### src/rtl/imm_operand_encoder_pkg.sv
// Shared types and helpers for the operand2 immediate encoder.
// Provides the FSM state type, the shift_operand layout and a rotate-left helper.
package arm_imm_pkg;

    typedef enum logic [1:0] {
        IDLE   = 2'd0,
        SEARCH = 2'd1,
        DONE   = 2'd2
    } enc_state_t;

    localparam int ROT_STEPS = 16;

    typedef struct packed {
        logic [3:0] rot;
        logic [7:0] imm8;
    } shift_operand_imm_t;

    // The upper half of the doubled word shifted left is the left rotation.
    function automatic logic [31:0] rol32(input logic [31:0] w, input logic [4:0] amt);
        logic [63:0] d;
        d = {w, w} << amt;
        return d[63:32];
    endfunction

endpackage

### src/rtl/imm_operand_encoder_if.sv
// Request/result handshake bundle for the immediate encoder.
// The encoder sits on the slave side; the requester uses the master side.
interface imm_operand_encoder_if;

    logic        in_valid;
    logic        in_ready;
    logic [31:0] in_value;
    logic        out_valid;
    logic        out_ready;
    logic [11:0] out_operand;
    logic        out_encodable;
    logic        out_inverted;

    modport master (
        output in_valid, in_value, out_ready,
        input  in_ready, out_valid, out_operand, out_encodable, out_inverted
    );

    modport slave (
        input  in_valid, in_value, out_ready,
        output in_ready, out_valid, out_operand, out_encodable, out_inverted
    );

endinterface

### src/rtl/imm_operand_encoder_rot_imm_checker.sv
// Tests one rotation against a word and its complement.
// A rotation fits when rotating the word back left leaves only the low byte populated.
module rot_imm_checker
    import arm_imm_pkg::*;
(
    input  logic [31:0] i_value,
    input  logic [3:0]  i_rot,
    output logic        o_hit,
    output logic        o_hit_inv,
    output logic [7:0]  o_imm8,
    output logic [7:0]  o_imm8_inv
);

    logic [31:0] w_t;
    logic [31:0] w_t_inv;

    assign w_t        = rol32(i_value, {i_rot, 1'b0});
    assign w_t_inv    = rol32(~i_value, {i_rot, 1'b0});
    assign o_hit      = (w_t[31:8] == 24'd0);
    assign o_hit_inv  = (w_t_inv[31:8] == 24'd0);
    assign o_imm8     = w_t[7:0];
    assign o_imm8_inv = w_t_inv[7:0];

endmodule

### src/rtl/imm_operand_encoder.sv
// Iterative search for a {rotate_imm, immed_8} encoding of a 32-bit constant,
// testing CHECKS_PER_CYCLE rotations per cycle, with optional MVN (inverted) form.
module imm_operand_encoder
    import arm_imm_pkg::*;
#(
    parameter int CHECKS_PER_CYCLE = 1,
    parameter bit ALLOW_INV        = 1'b1
) (
    input logic                 clk,
    input logic                 rst,
    imm_operand_encoder_if.slave bus
);

    localparam logic [1:0] ST_IDLE   = IDLE;
    localparam logic [1:0] ST_SEARCH = SEARCH;
    localparam logic [1:0] ST_DONE   = DONE;

    logic [1:0]         r_state;
    logic [31:0]        r_value;
    logic [3:0]         r_rot_idx;
    logic               r_inv_hit;
    shift_operand_imm_t r_inv_operand;
    logic [11:0]        r_operand;
    logic               r_encodable;
    logic               r_inverted;
    logic               r_out_valid;

    logic [3:0] w_rot      [CHECKS_PER_CYCLE];
    logic       w_hit      [CHECKS_PER_CYCLE];
    logic       w_hit_inv  [CHECKS_PER_CYCLE];
    logic [7:0] w_imm8     [CHECKS_PER_CYCLE];
    logic [7:0] w_imm8_inv [CHECKS_PER_CYCLE];

    logic               w_plain_found;
    shift_operand_imm_t w_plain_op;
    logic               w_inv_found;
    shift_operand_imm_t w_inv_op;
    logic               w_last;

    for (genvar g = 0; g < CHECKS_PER_CYCLE; g++) begin : g_lane
        assign w_rot[g] = r_rot_idx + 4'(g);

        rot_imm_checker u_chk (
            .i_value    (r_value),
            .i_rot      (w_rot[g]),
            .o_hit      (w_hit[g]),
            .o_hit_inv  (w_hit_inv[g]),
            .o_imm8     (w_imm8[g]),
            .o_imm8_inv (w_imm8_inv[g])
        );
    end

    // Walk lanes from highest to lowest so the smallest rotation is the last one written.
    always_comb begin
        w_plain_found = 1'b0;
        w_plain_op    = '0;
        w_inv_found   = 1'b0;
        w_inv_op      = '0;
        for (int j = CHECKS_PER_CYCLE - 1; j >= 0; j--) begin
            if (w_hit[j]) begin
                w_plain_found = 1'b1;
                w_plain_op    = {w_rot[j], w_imm8[j]};
            end
            if (ALLOW_INV && w_hit_inv[j]) begin
                w_inv_found = 1'b1;
                w_inv_op    = {w_rot[j], w_imm8_inv[j]};
            end
        end
    end

    assign w_last = (({1'b0, r_rot_idx} + 5'(CHECKS_PER_CYCLE)) == 5'(ROT_STEPS));

    always_ff @(posedge clk or posedge rst) begin
        if (rst) begin
            r_state       <= ST_IDLE;
            r_value       <= '0;
            r_rot_idx     <= '0;
            r_inv_hit     <= 1'b0;
            r_inv_operand <= '0;
            r_operand     <= '0;
            r_encodable   <= 1'b0;
            r_inverted    <= 1'b0;
            r_out_valid   <= 1'b0;
        end else begin
            case (r_state)
                ST_IDLE: begin
                    if (bus.in_valid) begin
                        r_value   <= bus.in_value;
                        r_inv_hit <= 1'b0;
                        r_rot_idx <= '0;
                        r_state   <= ST_SEARCH;
                    end
                end
                ST_SEARCH: begin
                    if (w_plain_found) begin
                        r_operand   <= w_plain_op;
                        r_encodable <= 1'b1;
                        r_inverted  <= 1'b0;
                        r_state     <= ST_DONE;
                    end else begin
                        if (w_inv_found && !r_inv_hit) begin
                            r_inv_hit     <= 1'b1;
                            r_inv_operand <= w_inv_op;
                        end
                        // An inverted hit from this very cycle still counts on the last group.
                        if (w_last) begin
                            if (r_inv_hit) begin
                                r_operand   <= r_inv_operand;
                                r_encodable <= 1'b1;
                                r_inverted  <= 1'b1;
                            end else if (w_inv_found) begin
                                r_operand   <= w_inv_op;
                                r_encodable <= 1'b1;
                                r_inverted  <= 1'b1;
                            end else begin
                                r_operand   <= '0;
                                r_encodable <= 1'b0;
                                r_inverted  <= 1'b0;
                            end
                            r_state <= ST_DONE;
                        end else begin
                            r_rot_idx <= r_rot_idx + 4'(CHECKS_PER_CYCLE);
                        end
                    end
                end
                ST_DONE: begin
                    if (!r_out_valid) begin
                        r_out_valid <= 1'b1;
                    end else if (bus.out_ready) begin
                        r_out_valid <= 1'b0;
                        r_state     <= ST_IDLE;
                    end
                end
                default: r_state <= ST_IDLE;
            endcase
        end
    end

    assign bus.in_ready      = (r_state == ST_IDLE);
    assign bus.out_valid     = r_out_valid;
    assign bus.out_operand   = r_operand;
    assign bus.out_encodable = r_encodable;
    assign bus.out_inverted  = r_inverted;

endmodule

### src/flat_wrapper.sv
// flat-port wrapper written by rule: the top's interface ports become plain ports
module imm_operand_encoder_flat import arm_imm_pkg::*;
#(
    parameter int CHECKS_PER_CYCLE = 1,
    parameter bit ALLOW_INV        = 1'b1
)
  (clk, rst, bus_in_valid, bus_in_value, bus_out_ready, bus_in_ready, bus_out_valid, bus_out_operand, bus_out_encodable, bus_out_inverted);
  imm_operand_encoder_if bus_i ();
  input logic clk;
  input logic rst;
  input wire logic [$bits(bus_i.in_valid)-1:0] bus_in_valid;
  input wire logic [$bits(bus_i.in_value)-1:0] bus_in_value;
  input wire logic [$bits(bus_i.out_ready)-1:0] bus_out_ready;
  output wire logic [$bits(bus_i.in_ready)-1:0] bus_in_ready;
  output wire logic [$bits(bus_i.out_valid)-1:0] bus_out_valid;
  output wire logic [$bits(bus_i.out_operand)-1:0] bus_out_operand;
  output wire logic [$bits(bus_i.out_encodable)-1:0] bus_out_encodable;
  output wire logic [$bits(bus_i.out_inverted)-1:0] bus_out_inverted;
  assign bus_i.in_valid = bus_in_valid;
  assign bus_i.in_value = bus_in_value;
  assign bus_i.out_ready = bus_out_ready;
  assign bus_in_ready = bus_i.in_ready;
  assign bus_out_valid = bus_i.out_valid;
  assign bus_out_operand = bus_i.out_operand;
  assign bus_out_encodable = bus_i.out_encodable;
  assign bus_out_inverted = bus_i.out_inverted;
  imm_operand_encoder #(.CHECKS_PER_CYCLE(CHECKS_PER_CYCLE), .ALLOW_INV(ALLOW_INV)) u_core (.clk(clk), .rst(rst), .bus(bus_i));
endmodule
### config.mk
export PLATFORM = sky130hd
export DESIGN_NAME = imm_operand_encoder_flat
export DESIGN_NICKNAME = d
export VERILOG_FILES = /design/src/rtl/imm_operand_encoder_pkg.sv /design/src/rtl/imm_operand_encoder_if.sv /design/src/rtl/imm_operand_encoder_rot_imm_checker.sv /design/src/rtl/imm_operand_encoder.sv /design/src/flat_wrapper.sv
export SDC_FILE = /design/constraint.sdc
export NUM_CORES = 1
export LEC_CHECK = 0
export ABC_AREA = 1
export BUFFER_PORTS_ARGS = -buffer_cell sky130_fd_sc_hd__buf_2
export CAP_MARGIN = 20
export CELL_PAD_IN_SITES_DETAIL_PLACEMENT = 0
export CELL_PAD_IN_SITES_GLOBAL_PLACEMENT = 1
export CORE_ASPECT_RATIO = 1.75
export CORE_MARGIN = 1
export CORE_UTILIZATION = 45
export DETAILED_ROUTE_END_ITERATION = 10
export MAX_ROUTING_LAYER = met4
export PLACE_DENSITY = 0.84
export SYNTH_ARGS = -nofsm -noshare
export SYNTH_HDL_FRONTEND = slang
export SYNTH_SLANG_ARGS = --single-unit
### constraint.sdc
create_clock -name clk -period 4.75 [get_ports clk]
set_clock_uncertainty 0.05 [all_clocks]
set_input_delay 0.95 -clock clk [delete_from_list [all_inputs] [get_ports clk]]
set_output_delay 0.95 -clock clk [all_outputs]
set_load 0.1 [all_outputs]
==> run metrics <==
final WL 15600 um; Worst path slowest cell inv_2; IO Pins 52; Net Switching 2.50 mW; Leak 3.04 nW; Horiz. Die Dim 82.0 um; Starting DRT DRC Count 429; initial antenna violation count 0; Arrival @ worst endpoint 3.27 ns; Placement Rows 50; quantity of I/O buffers inserted on ports 51; Final period util 66.1%; Syn Area/Cell 6.20 sq um; dpl cell area 5250 sq um; Final ANT Viol Nets 0; Hold WC Path Type reg2reg; Layout fillers 1145; area grow syn2layout 9.88%; Logic pwr share 64.7%; Seq pwr share 20.3%; Placer Congestion 0.958; worst slew pin tran 0.974 ns; maximum buffer depth of the clock tree 2; outcome completed; largest net degree at the start of global routing 63; top cells by count, synth nand2_1, nand3_1, dfrtp_1, nor2_1, inv_1; drt drc 0; Final Slew Violations 0; #FFs+latches synth 66; Core Footprint 10800 sq um; Achievable Freq 319 MHz; max incr delay on CP 0.71 ns; Gates resized, CTS repair 0; 1st-pass router iterations 5; Total Neg Setup Slack 0 ns; H-tree levels 3; clock network power share 15.0%; ANT cells 0; setup violators final 0; sw frac 56.5%; top cell family by delay on the critical path simple AND/OR/NAND/NOR gates; Worst VDD drop 0.374 mV; Internal 1.93 mW; Buffers & Inverters on Critical Path 3; CTS root buffer clkbuf_16; design area 5540 sq um; DP Worst Slack 1.62 ns; Post-CTS Setup Repair Bufs 0; sequential cell area fraction in the yosys report 32.8%; number of synthesized flops with an enable pin 0; crit end category flip-flop; synth warn 0; worst skew pair latency 0.34 ns; clock sinks 66; Num CTS Buffers 9; critical-path cell list buf_4 -> inv_2 -> nand3_1 -> nand2_1 -> nand2_1 -> nor2_1 -> nand2_1 -> nor2_4 -> nand2_2 -> inv_2 -> nor2_4 -> nand2_4 -> o21ai_0; dominant cell by count in the synthesized netlist nand2_1; RSZ-0062 raised after global routing false; nets 875; Top FF cell, synth dfrtp_1; Overflow after GRT 0; post-synthesis cell type count 34; CTS tree yes; GRT Resource Usage Total 30.3%; Rel. slew slack 35.0%; Worst setup SP type flip-flop; Die Area 11600 sq um; via count 5388; area leader, netlist dfrtp_1; Synth area leaders dfrtp_1, nand2_1, nand3_1; Avg WL per Cell 16.0 um; Pwr Density 799 nW/um^2; setup slack after layout 1.61 ns; Crit path top cell by count nand2_1; Async SR Flop Fraction 100%; clock transition at the registers of the reported paths 0.06 ns; Max FO, Critical Path 62; initial core utilization 46.6%; mapped cell area 5040 sq um; Fin. Hold Viols 0; die height 142 um; max_cap viols 0; WS Path Type reg2reg; number of global-route vias before repair 5158; first-pass GRT wire length 25600 um; placed cells 957; Net Count, Synth 850; Cells after Synth 813; hold-fix buffers at CTS 0; fin cells 973; share of cells above drive strength 1 11.9%; Req. time, crit path 4.88 ns; Vias/cell 5.54; top cell type's share of synthesized area 32.8%; Final Critical Period 3.14 ns; dpl hpwl 12400 um
-- worst min-delay path, cell delays in order, from the launching register on --
cell	delay (ns)
dfrtp_1	0.34
nand2_1	0.05
nand2_1	0.04
-- metrics by stage --
step | hold slack, ns | total power, mW | utilization, %
2_1_floorplan | 0.392 | 3.05 | -
3_3_place_gp | 0.403 | 3.70 | 48.5
3_5_place_dp | 0.408 | 3.72 | 48.5
4_1_cts | 0.424 | 4.41 | 51.2
5_1_grt | 0.452 | 4.87 | 51.2
6_report | 0.418 | 4.43 | 51.2
-- layout by cell type (no fill, tap or decap), types with 2 or more instances in the layout --
master      Yosys  final
nand3_1       202    202
dfrtp_1        66     66
nand3_2         4      4
nand2_4         3      3
inv_6           1      2
inv_2           4      5
nor2_1         35     35
nor2_4          3      3
nand4_1        12     12
buf_2          10     51
nand2_2         3      3
o21ai_2         3      3
nor2_2          3      3
a21oi_1         5      5
buf_4           7      6
o21ai_1         8      8
clkinvlp_4      0      3
o21ai_0        14     14
nand2_1       370    370
inv_1          22     21
clkbuf_16       0      9
-- area by class of cell --
| type | count | area [sq um] | area share [%] |
|---|---|---|---|
| inverters | 29 | 116 | 2.10 |
| multi-input cells | 675 | 3010 | 54.4 |
| flip-flops and latches | 66 | 1650 | 29.8 |
| clock buffers | 10 | 229 | 4.13 |
| repair buffers | 57 | 300 | 5.42 |
| well taps | 130 | 163 | 2.94 |
| clock inverters | 6 | 66.3 | 1.20 |
-- kinds of logic (layout without fill, tap and decap cells) --
kind of cell / count (synthesis) / in the layout / share of synthesized area (%)
simple gates: 640 / 640 / 55.7
buf+inv: 72 / 102 / 7.47
flops: 66 / 66 / 32.8
compound gates: 32 / 32 / 3.50
xor+xnor: 2 / 2 / 0.347
fa+ha+maj: 1 / 1 / 0.248
-- path summary, 6_finish.rpt --
check,start,end,slack (ns),cells past startpoint
setup / recovery,u_core.r_rot_idx[3]$_DFFE_PP0P_,u_core.r_inv_operand[11]$_DFFE_PP0P_,1.61,13
hold / removal,u_core.bus.out_encodable$_DFFE_PP0P_,u_core.bus.out_encodable$_DFFE_PP0P_,0.42,2
setup reg to reg,u_core.r_rot_idx[3]$_DFFE_PP0P_,u_core.r_inv_operand[11]$_DFFE_PP0P_,1.61,13
hold reg to reg,u_core.bus.out_encodable$_DFFE_PP0P_,u_core.bus.out_encodable$_DFFE_PP0P_,0.42,2
max in group asynchronous,rst,u_core.r_value[3]$_DFFE_PP0P_,3.10,3
min in group asynchronous,rst,u_core.r_state[1]$_DFFE_PP0P_,0.66,2
-- sequential cells by signal, summed over array words and instances, names as in the netlist --
| name | count |
|---|---|
| u_core.r_value | 32 |
| u_core.r_rot_idx | 4 |
| u_core.r_inv_operand | 12 |
| u_core.bus.out_encodable | 1 |
| u_core.bus.out_valid | 1 |
| u_core.bus.out_inverted | 1 |
| u_core.r_inv_hit | 1 |
| u_core.r_state | 2 |
| u_core.bus.out_operand | 12 |
-- power by group through the flow --
| stage | registers [mW] | clock network (mW) | logic [mW] |
|---|---|---|---|
| finish | 0.900 | 0.664 | 2.86 |
| detailed placement | 0.908 | 0 | 2.82 |
| floorplan | 0.859 | 0 | 2.19 |
| global route | 0.923 | 0.698 | 3.25 |
| global placement | 0.901 | 0 | 2.80 |
| CTS | 0.899 | 0.681 | 2.83 |
-- layer usage --
layer,track usage (%),wire length (um),up-vias,share of wire (%)
met1,32.0,5760,2422,37
met5,-,0,-,0
met3,5.13,690,68,4.4
li1,-,-,2712,-
met4,21.0,1020,0,6.5
met2,49.9,8090,186,52
No activity file was read; power rests on OpenSTA's default activity.
